[config.mk]
export PLATFORM = sky130hd
export DESIGN_NAME = exp6_unidade_controle
export DESIGN_NICKNAME = d
export VERILOG_FILES = /design/src/rtl/exp6_unidade_controle.sv
export SDC_FILE = /design/constraint.sdc
export NUM_CORES = 1
export LEC_CHECK = 0
export BUFFER_PORTS_ARGS = -buffer_cell sky130_fd_sc_hd__buf_2
export CORE_AREA = 10 10 47 49
export CTS_CLUSTER_SIZE = 10
export DETAILED_ROUTE_END_ITERATION = 10
export DIE_AREA = 0 0 57 59
export PLACE_DENSITY = 0.62
export SETUP_SLACK_MARGIN = 0.05
export SKIP_CTS_REPAIR_TIMING = 1
export SYNTH_ARGS = -nofsm -noshare
export SYNTH_HDL_FRONTEND = slang
export SYNTH_SLANG_ARGS = --single-unit
export TNS_END_PERCENT = 10
[constraint.sdc]
create_clock -name clock -period 2.9 [get_ports clock]
set_input_delay 0.29 -clock clock [delete_from_list [all_inputs] [get_ports clock]]
set_output_delay 0.29 -clock clock [all_outputs]
set_load 0.02 [all_outputs]
[src/rtl/exp6_unidade_controle.sv]
// rtl/exp6_unidade_controle.sv - Moore control FSM for the memory game; optional UC_TIMEOUT_EN enables the play timeout
module exp6_unidade_controle (
    input  logic       clock,
    input  logic       reset,
    input  logic       jogar,
    input  logic       jogada_feita,
    input  logic       jogada_correta,
    input  logic       enderecoIgualRodada,
    input  logic       fimL,
    input  logic       timeout,
    output logic       zeraCR,
    output logic       zeraE,
    output logic       contaCR,
    output logic       contaE,
    output logic       limpaRC,
    output logic       registraRC,
    output logic       zeraLeds,
    output logic       registraLeds,
    output logic       contaT,
    output logic       led_selector,
    output logic       pronto,
    output logic       ganhou,
    output logic       perdeu,
    output logic       db_timeout,
    output logic [3:0] db_estado
);

    localparam logic [3:0] IDLE             = 4'h0;
    localparam logic [3:0] PREPARACAO       = 4'h1;
    localparam logic [3:0] INICIO           = 4'h2;
    localparam logic [3:0] ESPERA           = 4'h3;
    localparam logic [3:0] REGISTRA         = 4'h4;
    localparam logic [3:0] COMPARACAO       = 4'h5;
    localparam logic [3:0] PROXIMA_JOGADA   = 4'h6;
    localparam logic [3:0] ULTIMA_JOGADA    = 4'h7;
    localparam logic [3:0] PROXIMA_RODADA   = 4'h8;
    localparam logic [3:0] FIM_A            = 4'hA;
    localparam logic [3:0] ATUALIZA_MEMORIA = 4'hB;
    localparam logic [3:0] FIM_T            = 4'hD;
    localparam logic [3:0] FIM_E            = 4'hE;

    logic [3:0] state_q;
    logic [3:0] state_d;
    logic       timeout_hit;

`ifdef UC_TIMEOUT_EN
    assign timeout_hit = timeout;
`else
    // Timeout input is deliberately ignored in this build; espera waits forever.
    logic unused_timeout;
    assign unused_timeout = timeout;
    assign timeout_hit    = 1'b0;
`endif

    // State register; reset drops straight to idle without waiting for a clock.
    always_ff @(posedge clock or posedge reset) begin
        if (reset) begin
            state_q <= IDLE;
        end else begin
            state_q <= state_d;
        end
    end

    // Next-state logic; timeout beats a play in espera, a wrong play beats the last-play check.
    always_comb begin
        state_d = IDLE;
        case (state_q)
            IDLE:             state_d = jogar ? PREPARACAO : IDLE;
            PREPARACAO:       state_d = INICIO;
            INICIO:           state_d = ESPERA;
            ESPERA: begin
                if (timeout_hit)       state_d = FIM_T;
                else if (jogada_feita) state_d = REGISTRA;
                else                   state_d = ESPERA;
            end
            REGISTRA:         state_d = ATUALIZA_MEMORIA;
            ATUALIZA_MEMORIA: state_d = COMPARACAO;
            COMPARACAO: begin
                if (!jogada_correta)          state_d = FIM_E;
                else if (enderecoIgualRodada) state_d = ULTIMA_JOGADA;
                else                          state_d = PROXIMA_JOGADA;
            end
            PROXIMA_JOGADA:   state_d = ESPERA;
            ULTIMA_JOGADA:    state_d = fimL ? FIM_A : PROXIMA_RODADA;
            PROXIMA_RODADA:   state_d = INICIO;
            FIM_A:            state_d = jogar ? PREPARACAO : FIM_A;
            FIM_T:            state_d = jogar ? PREPARACAO : FIM_T;
            FIM_E:            state_d = jogar ? PREPARACAO : FIM_E;
            default:          state_d = IDLE;
        endcase
    end

    // Moore output decode from the state register only; unused codes drive all zeros.
    always_comb begin
        zeraCR       = 1'b0;
        zeraE        = 1'b0;
        contaCR      = 1'b0;
        contaE       = 1'b0;
        limpaRC      = 1'b0;
        registraRC   = 1'b0;
        zeraLeds     = 1'b0;
        registraLeds = 1'b0;
        contaT       = 1'b0;
        led_selector = 1'b0;
        pronto       = 1'b0;
        ganhou       = 1'b0;
        perdeu       = 1'b0;
        db_timeout   = 1'b0;
        db_estado    = state_q;
        case (state_q)
            IDLE: begin
                zeraCR   = 1'b1;
                zeraE    = 1'b1;
                limpaRC  = 1'b1;
                zeraLeds = 1'b1;
            end
            PREPARACAO: begin
                zeraCR       = 1'b1;
                zeraE        = 1'b1;
                limpaRC      = 1'b1;
                zeraLeds     = 1'b1;
                led_selector = 1'b1;
            end
            INICIO: begin
                zeraE        = 1'b1;
                registraLeds = 1'b1;
                led_selector = 1'b1;
            end
            ESPERA: begin
`ifdef UC_TIMEOUT_EN
                contaT = 1'b1;
`endif
            end
            REGISTRA: begin
                registraRC   = 1'b1;
                registraLeds = 1'b1;
            end
            PROXIMA_JOGADA: contaE = 1'b1;
            PROXIMA_RODADA: begin
                contaCR      = 1'b1;
                led_selector = 1'b1;
            end
            FIM_A: begin
                pronto = 1'b1;
                ganhou = 1'b1;
            end
            FIM_T: begin
                pronto = 1'b1;
                perdeu = 1'b1;
`ifdef UC_TIMEOUT_EN
                db_timeout = 1'b1;
`endif
            end
            FIM_E: begin
                pronto = 1'b1;
                perdeu = 1'b1;
            end
            default: ;
        endcase
    end

endmodule
== Word level (Yosys, flattened, before mapping) ==
Cells that the tools add are included.

* Multiplexer cells: 19
* Eq/ne operators: 12
* Reduce and logical (&&, ||, !) cells: 9

{| class="wikitable"
|+ Operator list
! kind !! count
|-
| $pmux W4 S11 || 1
|-
| $eq A4 B4 Y1 const B || 5
|-
| $eq A4 B3 Y1 const B || 4
|-
| $mux W4 || 4
|-
| $mux W1 || 12
|-
| $reduce_or A2 Y1 || 5
|-
| $reduce_or A3 Y1 || 3
|-
| $eq A4 B2 Y1 const B || 2
|-
| $eq A4 B1 Y1 const B || 1
|-
| $logic_not A4 Y1 || 1
|-
| $mux W3 || 1
|-
| $mux W2 || 1
|}

* Register bits: 4
* Input bits: 8
* Output and inout port bits: 18

== Logic depth before layout (Yosys ltp) ==
* Depth after elaboration: 3
* Gate-level depth with buffers: 5
* Mapped depth without buffers: 3

== Worst setup path after synthesis ==
Ideal clock, no wire load.

* Path kind: register to output
* Start: reg state_q[3], in the netlist db_estado[3]
* End: out zeraCR
* Data required time: 2.610 ns
* Arrival time: 1.640 ns
* Cell stages (with the launch flop): 5
* Path slack: 0.970 ns
* Cells stage by stage: dfrtp_1 -> buf_6 -> buf_2 -> nor3_1 -> buf_4

* Word-level cells in the longest chain between the ends: 3
* Elaborated cells between the ends (all ways): 4
* Classes of those cells: eq/ne: 1; mux: 1; reduce/logical: 2

{| class="wikitable"
|+ RTL lines
! what !! line !! RTL
|-
| from (decl) || 42 || <nowiki>logic [3:0] state_q;</nowiki>
|-
| from (signal assigned) || 60 || <nowiki>state_q <= state_d;</nowiki>
|-
| $eq A4 B1 Y1 / $logic_not A4 Y1 (equally long branches) || n/a ||
|-
| $reduce_or A2 Y1 (no source line) (*) || n/a ||
|-
| $mux W1 (*) || n/a ||
|-
| to (decl) || 11 || <nowiki>output logic zeraCR,</nowiki>
|}

Every way passes the cells marked *; elsewhere a longest branch is shown, timed or not.

== Worst setup path after layout ==
* Start: reg state_q[0], in the netlist db_estado[0]
* End: out perdeu

* Word-level cells in the longest chain between the ends: 3
* Elaborated cells between the ends (all ways): 4
* Classes of those cells: eq/ne: 2; mux: 1; reduce/logical: 1

{| class="wikitable"
|+ RTL lines
! what !! line !! RTL
|-
| $eq A4 B4 Y1 || 110 || <nowiki>case (state_q)</nowiki>
|-
| $reduce_or A2 Y1 (no source line) (*) || n/a ||
|-
| $mux W1 (*) || 110 ||
|-
| to (decl) || 23 || <nowiki>output logic perdeu,</nowiki>
|}

Marks and branches as above.

==> metrics.yaml <==
floorplan:
  start_util: 0.329
  die_h_um: 59
  die_x_um: 57
  rows: 14
  die-area_mm2: 0.00336
  core_mm2: 0.00140
  io_pins: 26
placed_design:
  portBuffers: 22
  place_congestion: 0.716
  dpl_worst_slack_ns: 1.32
  dp_hpwl_um: 949
synthesis:
  avgSynthCellArea_um2: 7.21
  synth_flop_cell: "dfrtp_1"
  ys_top_cells_by_count: "nand2b_1 (6), nor2_1 (6), buf_4 (5)"
  async_flop_share: 1.00
  synth-edff-count: 0
  synth_area_um2: 462
  yosysSeqAreaShare: 0.217
  synth_top_cell_by_area: "dfrtp_1"
  synth.area.top_cells: "dfrtp_1 (22%), buf_4 (8.1%), nand2b_1 (8.1%)"
  synth_top_area_frac: 0.217
  ys_warn_count: 0
  ys_seq_elements: 4
  synth_cells: 64
  synth_cell_type_count: 29
clocking:
  h-tree-depth: 1
  clockRootBuffer: "clkbuf_4"
  clk_latency_ns: 0.23
  cts_sinks: 4
  clockBufferDepth: 2
  numCtsBuffers: 3
  clk_pin_slew_ns: 0.03
  cts_tree: "built"
routing:
  initialDrtViolationCount: 6
  postRouteAntennaNets: 0
  wirelength_um: 1230
  drtPass1Iterations: 2
  wire_per_inst_um: 12.7
  drc_errors: 0
  avgViaCountPerCell: 4.96
  via_count: 481
power_and_ir_drop:
  total_power_mw: 0.710
  p_leak_nw: 0.279
  powerDensity_mw_per_mm2: 1270
  ir_worst_vdd_v: 0.000614
status:
  status: "completed"
worst_hold_path:
  hp-start: "enderecoIgualRodada"
  whs_path_depth: 4
  hold_end: "db_estado[0]"
  min_path_type: "in2reg"
sta:
  clock_skew_ns: 0.00134
  slew_headroom: 0.601
  max_slew.worst_pin.slew_ns: 0.599
  tns_ns: 0
  setup_violations: 0
  hold_viol: 0
  slew_violations: 0
  timing.fmax_mhz: 550
  post-route-min-period_ns: 1.82
  period_share: 0.627
  grt_setup_unrepaired: "false"
  fin_ws_ns: 1.08
setup_path:
  cp_slowest_cell: "dfrtp_1"
  slowest_delay_ns: 0.59
  r2r_setup_slack_ns: 1.46
  rr_startpoint: "db_estado[0]"
  worstSetupStartpointType: "flop"
  cp.arrival_ns: 1.53
  endpoint_kind: "output port"
  crit_buf_inv: 1
  r2r_cells: 3
  path_class: "reg2out"
  crit_required_ns: 2.61
  crit_path_max_fanout: 21
  crit_chain: "nand2b_1, a21oi_1, buf_2"
  r2r-end: "db_estado[1]"
  cp_top_family: "flip-flops"
cells_and_area:
  syn_to_final_growth_pct: 21.1
  layout.nets: 91
  seq_area_um2: 100
  multiInputGateArea_um2: 289
  fillCellCount: 148
  diodes: 0
  largest_reg_flops: 4
  utilization: 0.399
  drive_above_1_share: 0.321
job:
  maxCapViolCount: 0
grt:
  grtUsageTotal: 0.0729
  grt_max_degree: 22
  overflow: 0
  grt_pass1_wl_um: 2040
  antenna_found_initial: 0
  grt_pass1_vias: 463
-- how the worst max path moves through the flow --
stage                      start      to  depth (start not counted)
finish              db_estado[0]  perdeu                          3
global route        db_estado[0]  perdeu                          3
CTS                 db_estado[0]  perdeu                          3
detailed placement  db_estado[0]  perdeu                          3
global placement    db_estado[0]  perdeu                          3
floorplan           db_estado[3]  zeraCR                          4
-- worst min-delay path: stages --
cell	delay, ns
buf_2	0.08
a21oi_1	0.05
nor2_1	0.10
a31o_1	0.11
-- power by group --
| group | internal, mW | leakage [nW] | total, mW | switching, mW |
|---|---|---|---|---|
| sequential | 0.0806 | 0.0491 | 0.200 | 0.119 |
| combinational | 0.186 | 0.216 | 0.443 | 0.256 |
| clock | 0.0461 | 0.0138 | 0.0668 | 0.0207 |
| total | 0.313 | 0.279 | 0.710 | 0.397 |
-- cell type report --
cell class | count | area share
Tap cell | 16 | 0.0358
Multi-Input combinational cell | 49 | 0.517
Sequential cell | 4 | 0.179
Inverter | 2 | 0.0134
Timing Repair Buffer | 23 | 0.215
Clock buffer | 3 | 0.0403
-- per-stage QoR --
| step | hold slack, ns | cell area [µm²] | cells |
|---|---|---|---|
| floorplan | 0.0561 | 465 | 65 |
| global placement | 0.169 | 527 | 93 |
| detailed placement | 0.173 | 527 | 93 |
| CTS | -0.0719 | 549 | 96 |
| global route | 0.482 | 559 | 97 |
| finish | 0.440 | 559 | 97 |
-- cell usage in the layout (no fill, tap or decap), drive strengths merged, types with 2 or more instances in the layout --
cell    instances
nand2           3
nor3            4
dfrtp           4
a21oi           4
a31o            2
o21ai           6
nor2            6
nand2b          6
inv             2
clkbuf          3
conb            2
buf            22
a211oi          2
-- metal layers --
metal,share of wire,routed length [µm],track usage,up-vias
li1,-,-,-,250
met1,0.44,539,0.0852,210
met2,0.40,491,0.101,19
met3,0.15,187,0.0429,2
met4,0.011,14,0.0403,0
met5,0,0,0,-
-- logic make-up (layout without fill, tap and decap cells) --
| kind of cell | count (synthesis) | in the layout | share of synthesized area |
|---|---|---|---|
| and+or+nand+nor | 26 | 26 | 0.304 |
| buffers and inverters | 12 | 28 | 0.165 |
| AOI/OAI and AO/OA | 20 | 20 | 0.287 |
| xor gates and xnor gates | 1 | 1 | 0.0190 |
| DFF | 4 | 4 | 0.217 |
| other | 1 | 2 | 0.00812 |
Power figures use the tool's default switching activity.
